==> src/rtl/dac_tlc5615_drv.sv <==
// Serial driver for a TLC5615-class 10-bit DAC with a one-deep sample holding buffer.
// Optional build macro DAC_SIGNED_IN_EN: treat in_data as two's complement (converted to offset binary).
module dac_tlc5615_drv #(
  parameter int unsigned CLK_DIV = 4,
  parameter int unsigned CS_GAP  = 8,
  parameter int unsigned DATA_W  = 10
) (
  input  logic              clk,
  input  logic              reset_n,
  input  logic [DATA_W-1:0] in_data,
  input  logic              in_valid,
  output logic              in_ready,
  input  logic              overrun_clr,
  output logic              overrun,
  output logic              busy,
  output logic              frame_done,
  output logic              dac_cs_n,
  output logic              dac_sclk,
  output logic              dac_din
);

  localparam int unsigned FRAME_W = DATA_W + 2;
  localparam int unsigned DIV_MAX = (CLK_DIV > CS_GAP) ? CLK_DIV : CS_GAP;
  localparam int unsigned DIV_W   = (DIV_MAX > 1) ? $clog2(DIV_MAX) : 1;
  localparam int unsigned BIT_W   = $clog2(FRAME_W);

  typedef enum logic [1:0] {StIdle, StSetup, StShift, StHold} state_e;

  state_e              r_state;
  logic [DATA_W-1:0]   r_buf;
  logic                r_buf_full;
  logic                r_overrun;
  logic [FRAME_W-1:0]  r_shift;
  logic [DIV_W-1:0]    r_div;
  logic [BIT_W-1:0]    r_bit;
  logic                r_cs_n;
  logic                r_sclk;
  logic                r_busy;
  logic                r_frame_done;

  logic                w_take;
  logic [DATA_W-1:0]   w_conv;

  assign w_take = (r_state == StIdle) && r_buf_full;

`ifdef DAC_SIGNED_IN_EN
  assign w_conv = {~r_buf[DATA_W-1], r_buf[DATA_W-2:0]};
`else
  assign w_conv = r_buf;
`endif

  // A strobe on the take cycle refills the buffer without counting as an overrun.
  always_ff @(posedge clk or negedge reset_n) begin
    if (!reset_n) begin
      r_buf      <= '0;
      r_buf_full <= 1'b0;
      r_overrun  <= 1'b0;
    end else begin
      if (in_valid) begin
        r_buf      <= in_data;
        r_buf_full <= 1'b1;
      end else if (w_take) begin
        r_buf_full <= 1'b0;
      end
      if (in_valid && r_buf_full && !w_take) begin
        r_overrun <= 1'b1;
      end else if (overrun_clr) begin
        r_overrun <= 1'b0;
      end
    end
  end

  always_ff @(posedge clk or negedge reset_n) begin
    if (!reset_n) begin
      r_state      <= StIdle;
      r_shift      <= '0;
      r_div        <= '0;
      r_bit        <= '0;
      r_cs_n       <= 1'b1;
      r_sclk       <= 1'b0;
      r_busy       <= 1'b0;
      r_frame_done <= 1'b0;
    end else begin
      r_frame_done <= 1'b0;
      unique case (r_state)
        StIdle: begin
          if (r_buf_full) begin
            r_shift <= {w_conv, 2'b00};
            r_cs_n  <= 1'b0;
            r_busy  <= 1'b1;
            r_div   <= DIV_W'(CLK_DIV - 1);
            r_bit   <= BIT_W'(FRAME_W - 1);
            r_state <= StSetup;
          end
        end
        StSetup: begin
          if (r_div != '0) begin
            r_div <= r_div - 1'b1;
          end else begin
            r_div   <= DIV_W'(CLK_DIV - 1);
            r_sclk  <= 1'b1;
            r_state <= StShift;
          end
        end
        StShift: begin
          // r_bit counts the high phases still to come; the frame ends after the low
          // phase that follows the last one.
          if (r_div != '0) begin
            r_div <= r_div - 1'b1;
          end else if (r_sclk) begin
            r_div   <= DIV_W'(CLK_DIV - 1);
            r_sclk  <= 1'b0;
            r_shift <= {r_shift[FRAME_W-2:0], 1'b0};
          end else if (r_bit == '0) begin
            r_div        <= DIV_W'(CS_GAP - 1);
            r_cs_n       <= 1'b1;
            r_frame_done <= 1'b1;
            r_state      <= StHold;
          end else begin
            r_div  <= DIV_W'(CLK_DIV - 1);
            r_bit  <= r_bit - 1'b1;
            r_sclk <= 1'b1;
          end
        end
        StHold: begin
          if (r_div != '0) begin
            r_div <= r_div - 1'b1;
          end else begin
            r_busy  <= 1'b0;
            r_state <= StIdle;
          end
        end
        default: r_state <= StIdle;
      endcase
    end
  end

  assign in_ready   = ~r_buf_full;
  assign overrun    = r_overrun;
  assign busy       = r_busy;
  assign frame_done = r_frame_done;
  assign dac_cs_n   = r_cs_n;
  assign dac_sclk   = r_sclk;
  assign dac_din    = r_shift[FRAME_W-1];

endmodule

==> config.mk <==
export PLATFORM = sky130hd
export DESIGN_NAME = dac_tlc5615_drv
export DESIGN_NICKNAME = d
export VERILOG_FILES = /design/src/rtl/dac_tlc5615_drv.sv
export SDC_FILE = /design/constraint.sdc
export NUM_CORES = 1
export LEC_CHECK = 0
export BUFFER_PORTS_ARGS = -buffer_cell sky130_fd_sc_hd__buf_2
export CAP_MARGIN = 20
export CORE_MARGIN = 4
export CORE_UTILIZATION = 61
export DETAILED_ROUTE_END_ITERATION = 12
export GPL_ROUTABILITY_DRIVEN = 0
export PLACE_DENSITY = 0.87
export REMOVE_ABC_BUFFERS = 1
export SYNTH_ARGS = -nofsm -noshare
export SYNTH_HDL_FRONTEND = slang
export SYNTH_SLANG_ARGS = --single-unit
==> constraint.sdc <==
create_clock -name clk -period 3.5 [get_ports clk]
set_input_delay 0.35 -clock clk [delete_from_list [all_inputs] [get_ports clk]]
set_output_delay 0.35 -clock clk [all_outputs]
set_load 0.02 [all_outputs]
-- Yosys cells after proc, flatten, opt, wreduce, memory -nomap -nowiden
Cells that the tools add are included.
Widths: inputs -> output; s select.
- bits of input ports: 14
- logic and storage cells: 89
- output and inout bits: 7
- register bits after elaboration: 37
- bitwise logic cells: 1
- add/subtract/negate cells: 2
- equality and inequality tests: 12
- reductions and logical operators: 19
- mux-type cells: 44
- operators by type and width (kind ; count):
    $mux 12 ; 3
    $pmux 12 s2 ; 1
    $mux 1 ; 18
    $mux 3 ; 6
    $ne 2x2->1 const B ; 9
    $mux 4 ; 4
    $mux 2 ; 6
    $pmux 3 s4 ; 1
    $reduce_and 5->1 ; 2
    $reduce_bool 2->1 ; 5
    $pmux 2 s4 ; 1
    $pmux 4 s2 ; 1
    $pmux 1 s2 ; 3
    $reduce_and 3->1 ; 2
    $reduce_and 6->1 ; 1
    $eq 2x2->1 const B ; 2
    $logic_not 4->1 ; 1
    $reduce_and 4->1 ; 1
    $sub 4x1->4 const B ; 1
    $logic_and 1x1->1 ; 3
    $reduce_bool 3->1 ; 1
    $sub 3x1->3 const B ; 1
    $eq 2x1->1 const B ; 1
    $logic_not 2->1 ; 1
    other kinds (3) ; 3

-- Depth between registers and ports, before layout
- word-level depth: 5
- depth in mapped cells: 7
- gate-level depth less buffers: 6

-- Least setup slack after synthesis
OpenSTA, ideal clock, no wires.
- path kind: register -> register
- start point: register r_state[0]
- end point: register r_state[1]
- clock period less this slack: 1732 ps
- setup slack: 1768 ps
- cell stages (with the launch flop): 7
- buffers on the path: 0
- setup time: 125 ps
- data arrival time: 1607 ps
- required time: 3375 ps
- cell sequence: dfrtp_1 -> inv_1 -> ha_1 -> nor2b_1 -> a21oi_1 -> nand3_1 -> mux2_2
- longest elaborated chain between the ends: 3
- elaborated cells on any way between the ends: 12
- classes of those cells: 9 x eq/ne; 1 x mux; 2 x reduce/logical
- RTL lines (element ; RTL line ; RTL):
    start, declared ; 29 ; state_e r_state;
    start signal, assigned ; 75 ; r_state <= StIdle;
    start signal, assigned ; 93 ; r_state <= StSetup;
    start signal, assigned ; 102 ; r_state <= StShift;
    $eq 2x2->1 (tied with other cells) ; 85 ; unique case (r_state)
    $ne 2x2->1 (no line) ; - ;
    $reduce_and 6->1 (no line) ; - ;
Parallel ways exist; a longest one is shown, timed or not.
A chain may end at the register's enable or synchronous reset.

-- Final worst setup path
- start point: register r_state[0]
- end point: register r_bit[3]
- longest elaborated chain between the ends: 3
- elaborated cells on any way between the ends: 9
- classes of those cells: 5 x eq/ne; 1 x mux; 3 x reduce/logical
- RTL lines (element ; RTL line ; RTL):
    $eq 2x2->1 or $logic_not 2->1 (tied branches) ; 85 ;
    $ne 2x2->1 (no line) or $reduce_bool 2->1 (tied branches) ; - ;
    $reduce_and 5->1 (no line) ; - ;
    end signal, assigned ; 92 ; r_bit <= BIT_W'(FRAME_W - 1);
    end signal, assigned ; 121 ; r_bit <= r_bit - 1'b1;
    end, declared ; 35 ; logic [BIT_W-1:0] r_bit;
Parallel ways exist; a longest one is shown, timed or not.

==> impl_metrics.tcl <==
set metrics [dict create \
    worst_pin_slew_ns 0.736 \
    worst-setup-path-type "flip-flop to flip-flop" \
    finalMaxSlewViolations 0 \
    vias_per_cell 5.79 \
    fin_setup_tns_ns 0 \
    drc 0 \
    cpMaxStageDelayCell "ha_1" \
    final_cell_mix "dfrtp_1, a21oi_1, buf_2" \
    period_share_pct 65.2 \
    ir_drop_uv 676 \
    power_density_mw_per_mm2 889 \
    dp_slack_ns 1.23 \
    insertion_delay_ns 0.34 \
    yosysSeqAreaShare_pct 50.6 \
    first_global_vias 1255 \
    min_path_type "input port to async pin" \
    crit_chain "inv_1, ha_1, buf_4, or2b_2, or4_1, o211ai_1" \
    synth_seq_cells 35 \
    hpwlAfterDp_um 2380 \
    final_area_mm2 0.00194 \
    ctsHoldBuffers 0 \
    setup_viol_count_final 0 \
    startpoint "r_state[0]" \
    placed_area_mm2 0.00185 \
    clockPowerShare_pct 17.7 \
    die_x_um 61.3 \
    leakage_nw 0.903 \
    finalClockSkew_ns 0.00602 \
    cts_root_buffer "clkbuf_4" \
    r2r-start "r_state[0]" \
    ant_nets 0 \
    cp_slowest_stage_delay_ns 0.45 \
    crit_end "r_bit[3]" \
    cts_resized 0 \
    synth_edf_count 0 \
    area_delta_synth_final_pct 11.9 \
    grt_first_pass_wirelength_um 5240 \
    worst-r2r-setup-slack_ns 1.22 \
    synth_ff_type "dfrtp_1" \
    track_usage_pct 19.2 \
    power_frac_seq_pct 36.8 \
    fp-row-count 19 \
    start_util_pct 63.4 \
    drive_gt1_share_pct 25.3 \
    cap_violations 0 \
    initialDrtViolationCount 81 \
    p_comb_share_pct 45.6 \
    num-fill-cells 189 \
    startpoint_type "flip-flop" \
    r2r.worst_path.cells 6 \
    fp.dieH_um 61.3 \
    relSlewSlack_pct 50.9 \
    clkSinkCount 35 \
    synthCells 157 \
    place_inst 205 \
    synth_area_per_cell_um2 11.0 \
    hold_viol 0 \
    diodes 0 \
    yosys_warnings 0 \
    ctsLongestPathBuffers 2 \
    cts_buffers 5 \
    die-area_mm2 0.00376 \
    core_area_mm2 0.00273 \
    reg2reg_to "r_bit[3]" \
    clk_pin_slew_ns 0.11 \
    io_pins 21 \
    p_sw_share_pct 39.4 \
    p_int_w 0.00104 \
    vias 1234 \
    fmax_mhz 438 \
    routed_wirelength_um 3150 \
    routedWlPerCell_um 14.8 \
    htreeDepth 2 \
    hold_slack_ns 0.0618 \
    final_cells 213 \
    cts_tree "built" \
    overflow 0 \
    synth.distinct_cells 38 \
    synth-async-reset-ratio_pct 100 \
    portBuffers 20 \
    rsz0062_at_grt "no" \
    end_kind "flip-flop" \
    p_sw_w 0.000679 \
    status "finished clean" \
    netlist_area_mm2 0.00173 \
    cts_setup_buffers 0 \
    fin_ws_ns 1.22 \
    final_common_cell "dfrtp_1" \
    min_period_ns 2.28 \
    critical_path_arrival_ns 2.53 \
    grt_max_degree 36 \
    critPathRequiredTime_ns 3.75 \
    crit_path_max_fanout 18 \
    fin_nets 203 \
    first_pass_iters 4 \
    antenna_found_initial 0 \
]
cell type report:
class                      instances  area [µm²]  area share (%)
sequential                        35         877            45.2
multi-input combinational        106         781            40.3
timing repair buffer              22         115            5.94
clock buffer                       6        51.3            2.65
inverter                          11        41.3            2.13
tap                               31        38.8            2.00
clock inverter                     2        35.0            1.81
metrics by stage:
step           util (%)  total power, W
6_report           70.9         0.00172
5_1_grt            70.9         0.00186
4_1_cts            70.9         0.00173
3_5_place_dp       67.8         0.00143
3_3_place_gp       67.8         0.00138
2_1_floorplan         -         0.00122
worst min path at each step:
stage          cells after the start         end  slack, ns
2_1_floorplan                      0        busy       0.05
3_5_place_dp                       1  frame_done       0.46
6_report                           1    r_div[2]       0.06
4_1_cts                            1    r_bit[3]       0.08
5_1_grt                            1    r_bit[2]       0.09
3_3_place_gp                       1  frame_done       0.45
power groups by stage:
stage                     clock network (W)  registers (W)  logic, W
after floorplan                           0       0.000640  0.000580
after global placement                    0       0.000629  0.000747
after detailed placement                  0       0.000640  0.000786
after CTS                          0.000313       0.000633  0.000787
after global routing               0.000331       0.000649  0.000879
final                              0.000304       0.000634  0.000785
flip-flops by register name, summed over array words and instances (netlist names):
name and count:
r_buf 10, r_shift 10, r_bit 4, r_div 3
r_state 2, busy 1, dac_cs_n 1, dac_sclk 1
frame_done 1, overrun 1, r_buf_full 1
routing by layer:
layer,global-route usage (%),vias up,part of all wire [%]
met2,32.5,29,52
li1,-,606,-
met1,21.5,590,42
met4,8.67,0,2.1
met3,6.92,9,4.0
met5,0,-,0
critical path: cells and delay by family, from the launching register on:
| family | cells | cell delay, ns |
|---|---|---|
| DFF | 1 | 0.42 |
| buffers and inverters | 2 | 0.43 |
| AOI/OAI and AO/OA | 1 | 0.14 |
| and+or+nand+nor | 2 | 0.76 |
| adders and majority gates | 1 | 0.45 |
cell usage after synthesis (all sizes together), types with 3 or more instances:
cell type	number	area, µm²
a21oi	21	105
buf	3	26.3
dfrtp	34	851
ha	8	100
inv	11	41.3
mux2	11	124
mux2i	10	100
nand2	4	15.0
nor2	13	48.8
o21ai	7	35.0
cell families after synthesis:
family                     share of synthesized area (%)
AOI/OAI and AO/OA                                   14.8
DFF                                                 50.6
and+or+nand+nor                                     11.0
muxes                                               12.9
buffers and inverters                               4.33
adders and majority gates                           5.78
xor gates and xnor gates                           0.506
Power figures use the tool's default switching activity.
